`src/rtl/factor_sequencer.sv`:
```
// ============================================================================
// Module   : factor_sequencer
// Brief    : Trial-division controller producing an 8-bit divisor bitmask.
//            Optional macro FACTOR_SEQ_ABORT_EN adds an 'abort' input.
// Revision : 1.0 - initial release
// ============================================================================
`default_nettype none

module factor_sequencer #(
    parameter int DIV_FIRST = 2
) (
    input  logic       clk,
    input  logic       rst_n,
    input  logic       start,
    input  logic [7:0] number,
`ifdef FACTOR_SEQ_ABORT_EN
    input  logic       abort,
`endif
    output logic       busy,
    output logic       done,
    output logic [7:0] factors,
    output logic [3:0] divisor
);

    localparam logic [3:0] c_div_first = 4'(DIV_FIRST);
    localparam logic [3:0] c_div_last  = 4'(DIV_FIRST + 7);

    typedef enum logic [1:0] {
        ST_IDLE = 2'd0,
        ST_LOAD = 2'd1,
        ST_SUB  = 2'd2,
        ST_DONE = 2'd3
    } state_t;

    state_t     r_state;
    state_t     w_next;

    logic [7:0] r_opnd;
    logic [7:0] r_rem;
    logic [7:0] r_acc;
    logic [7:0] r_factors;
    logic [3:0] r_div;

    logic       w_abort;
    logic       w_rem_ge;
    logic       w_last;
    logic       w_hit;
    logic [2:0] w_idx;

`ifdef FACTOR_SEQ_ABORT_EN
    assign w_abort = abort && (r_state != ST_IDLE);
`else
    assign w_abort = 1'b0;
`endif

    assign w_rem_ge = (r_rem >= {4'b0000, r_div});
    assign w_last   = (r_div == c_div_last);
    assign w_hit    = (r_rem == 8'd0);
    assign w_idx    = 3'(r_div - c_div_first);

    always_ff @(posedge clk or negedge rst_n) begin
        if (!rst_n) begin
            r_state <= ST_IDLE;
        end else begin
            r_state <= w_next;
        end
    end

    always_comb begin
        w_next = r_state;
        if (w_abort) begin
            w_next = ST_IDLE;
        end else begin
            case (r_state)
                ST_IDLE: if (start) w_next = ST_LOAD;
                ST_LOAD: w_next = ST_SUB;
                ST_SUB:  if (!w_rem_ge) w_next = w_last ? ST_DONE : ST_LOAD;
                ST_DONE: w_next = ST_IDLE;
                default: w_next = ST_IDLE;
            endcase
        end
    end

    always_ff @(posedge clk or negedge rst_n) begin
        if (!rst_n) begin
            r_opnd    <= 8'd0;
            r_rem     <= 8'd0;
            r_acc     <= 8'd0;
            r_factors <= 8'd0;
            r_div     <= 4'd0;
        end else if (w_abort) begin
            r_acc <= 8'd0;
        end else begin
            case (r_state)
                ST_IDLE: begin
                    if (start) begin
                        r_opnd <= number;
                        r_acc  <= 8'd0;
                        r_div  <= c_div_first;
                    end
                end
                ST_LOAD: r_rem <= r_opnd;
                ST_SUB: begin
                    if (w_rem_ge) begin
                        r_rem <= r_rem - {4'b0000, r_div};
                    end else begin
                        r_acc[w_idx] <= w_hit;
                        if (!w_last) r_div <= r_div + 4'd1;
                    end
                end
                ST_DONE: r_factors <= r_acc;
                default: ;
            endcase
        end
    end

    // During DONE the fresh accumulator is shown so done and factors coincide.
    assign busy    = (r_state != ST_IDLE);
    assign done    = (r_state == ST_DONE) && !w_abort;
    assign factors = done ? r_acc : r_factors;
    assign divisor = ((r_state == ST_LOAD) || (r_state == ST_SUB)) ? r_div : 4'd0;

endmodule

`default_nettype wire

```
`config.mk`:
```
export PLATFORM = sky130hd
export DESIGN_NAME = factor_sequencer
export DESIGN_NICKNAME = d
export VERILOG_FILES = /design/src/rtl/factor_sequencer.sv
export SDC_FILE = /design/constraint.sdc
export NUM_CORES = 1
export LEC_CHECK = 0
export CORE_UTILIZATION = 30
export DETAILED_ROUTE_END_ITERATION = 12
export PLACE_DENSITY_LB_ADDON = 0.3
export SLEW_MARGIN = 20
export SYNTH_ARGS = -nofsm -noshare
export SYNTH_HDL_FRONTEND = slang
export SYNTH_SLANG_ARGS = --single-unit
```
`constraint.sdc`:
```
create_clock -name clk -period 2.5 [get_ports clk]
set_input_delay 0.5 -clock clk [delete_from_list [all_inputs] [get_ports clk]]
set_output_delay 0.5 -clock clk [all_outputs]
set_load 0.01 [all_outputs]
```
==> out/qor.yml <==
outcome: "finished, final reports clean"
path_class: "reg -> out"
grt_pass1_wl_um: 7870
cts_buffers: 5
hp-class: "in -> async"
diodes: 0
row_count: 30
vdd_drop_max_mv: 0.587
antenna_left: 0
ios: 25
syn-num-nets: 235
final.period_utilization_pct: 96.9
initial_core_util_pct: 31.5
ys_warn_count: 0
hold_viol: 0
vias: 1641
power.total_uw: 2910
p_per_area_nw_per_um2: 1100
end_kind: "primary output"
finalCriticalPeriod_ns: 2.42
drv_slew: 0
fin_skew_ns: 0.00573
nets: 265
n_fill_cell: 729
gp_congestion: 0.836
relSlewSlack_pct: 42.9
dp_hpwl_um: 3320
arrival_ns: 1.92
drc: 0
rsz0062_at_grt: "true"
whs_ns: 0.310
cts_max_level: 2
routed_wirelength_um: 4600
root_buffer: "clkbuf_8"
synthCells: 212
synth_flop_cell: "dfrtp_1"
insertion_delay_ns: 0.29
final_cell_mix: "38 x dfrtp_1, 23 x clkdlybuf4s50_1, 18 x o21ai_1, 17 x nand2_1, 16 x mux2_2"
syn_area_per_cell_um2: 10.2
synth_edf_count: 0
crit_required_ns: 2.00
gr-usage-met3_pct: 4.08
io_buffer_count: 24
grt_pass1_vias: 1598
dr.pass1.iters: 4
grt-busiest-layer: "met2"
clkTransAtPathRegs_ns: 0.08
synth_area_leaders: "dfrtp_1 44%, mux2_2 8.3%, ha_1 6.4%, o21ai_1 4.2%, nand2_1 2.9%"
drtIter0Drc: 72
ys_async_sr_fraction_pct: 100
setup_viol: 0
synth_area_leader_cell: "dfrtp_1"
core_um2: 6870
grt_max_degree: 39
antenna_found_initial: 0
die_w_um: 86.9
viasPerCell: 4.84
syn_to_final_growth_pct: 22.3
power.leakage_uw: 0.00110
start_kind: "flip-flop"
track_usage_pct: 13.7
ys_seq_area_share_pct: 44.0
final_layout_size_suffix_gt1_share_pct: 18.9
synth_top_area_share_pct: 44.0
syn_area_um2: 2160
rr_worst_depth: 8
grtUsageMet1_pct: 16.6
drt-wirelength-per-cell_um: 13.6
clkSinkCount: 38
synth_seq_cells: 38
fmax_mhz: 413
finalSetupTns_ns: 0
die_y_um: 86.9
tightest_slew_ns: 0.856
critPathMaxFanout: 9
dieArea_um2: 7560
post_cts_buffers: 0
gr-total-overflow: 0
synth.distinct_cells: 47
final_common_cell: "dfrtp_1"
cts_tree: "yes"
grt.met2_usage_pct: 23.0
cts_buffer_depth: 2
max_cap_viol_count: 0
-- cell families after synthesis --
| family | synth area share [%] |
|---|---|
| AND/OR/NAND/NOR | 16.6 |
| AO/OA/AOI/OAI | 17.7 |
| flip-flops | 44.0 |
| multiplexers | 10.6 |
| buffers and inverters | 3.41 |
| adder cells (fa/ha/maj) | 7.29 |
| XOR/XNOR | 0.405 |
-- report_power, final --
group	leakage, uW	switching (uW)	internal [uW]	total [uW]
sequential	0.000486	142	777	919
clock	0.0000579	223	294	517
combinational	0.000560	827	649	1480
total	0.00110	1190	1720	2910
-- final cells by class --
cell class / count / area [um2] / share of cell area (%)
clock buffer: 5 / 68.8 / 2.60
clock inverter: 3 / 40.0 / 1.51
inverter: 10 / 37.5 / 1.42
multi-input combinational: 156 / 1140 / 43.1
sequential: 38 / 951 / 35.9
tap: 96 / 120 / 4.54
timing repair buffer: 31 / 288 / 10.9
-- layer usage --
| metal | wire length (um) | up-vias | part of all wire (%) |
|---|---|---|---|
| li1 | - | 815 | - |
| met1 | 2180 | 789 | 47 |
| met2 | 2180 | 29 | 47 |
| met3 | 178 | 8 | 3.9 |
| met4 | 69 | 0 | 1.5 |
| met5 | 0 | - | 0 |
-- critical path: stages, from the launching register on --
cell and delay (ns):
dfrtp_1 0.42, ha_2 0.35, mux2_2 0.38, clkdlybuf4s50_1 0.48
-- cell usage after synthesis, types with 2 or more instances --
| cell | n |
|---|---|
| ha_1 | 11 |
| or2_1 | 2 |
| nand2_1 | 17 |
| buf_2 | 2 |
| mux2i_1 | 5 |
| o21a_1 | 2 |
| and2_1 | 4 |
| a21oi_1 | 7 |
| nand3_2 | 2 |
| clkbuf_1 | 4 |
| nor2b_1 | 7 |
| mux2_2 | 16 |
| o22ai_1 | 2 |
| a221oi_1 | 2 |
| nand4_1 | 3 |
| nand2b_1 | 3 |
| nor3_1 | 7 |
| nand3_1 | 5 |
| dfrtp_1 | 38 |
| inv_1 | 9 |
| o21ai_1 | 18 |
| a211oi_1 | 5 |
| o21ai_0 | 11 |
| nor2_1 | 7 |
-- stage by stage --
step                      cell area (um2)  setup WS, ns  utilization [%]  cells
after floorplan                      2160         0.390                -    212
after global placement               2530         0.231             36.9    331
after detailed placement             2530         0.199             36.9    331
after CTS                            2650        0.0453             38.5    339
after global routing                 2650       -0.0441             38.5    339
final                                2650        0.0768             38.5    339
-- path summary, 6_finish.rpt --
path | end | from | slack [ns]
worst max-delay path | factors[5] | r_state[1] | 0.08
worst min-delay path | r_factors[3] | rst_n | 0.31
worst max register to register | r_rem[7] | r_rem[0] | 0.20
worst min register to register | r_factors[1] | r_factors[1] | 0.50
max in group asynchronous | r_rem[1] | rst_n | 1.65
min in group clk | r_factors[1] | r_factors[1] | 0.50
-- state kept, by name, indices dropped and copies added, names as in the netlist --
signal,flops
r_state,2
r_rem,8
r_factors,8
r_opnd,8
r_acc,8
r_div,4
-- what timing repair did --
action,4_1_cts,5_1_grt
endpoints found under the setup margin,8,8
resized for setup,1,0
hold buffers,0,0
No activity file was read; power rests on OpenSTA's default activity.
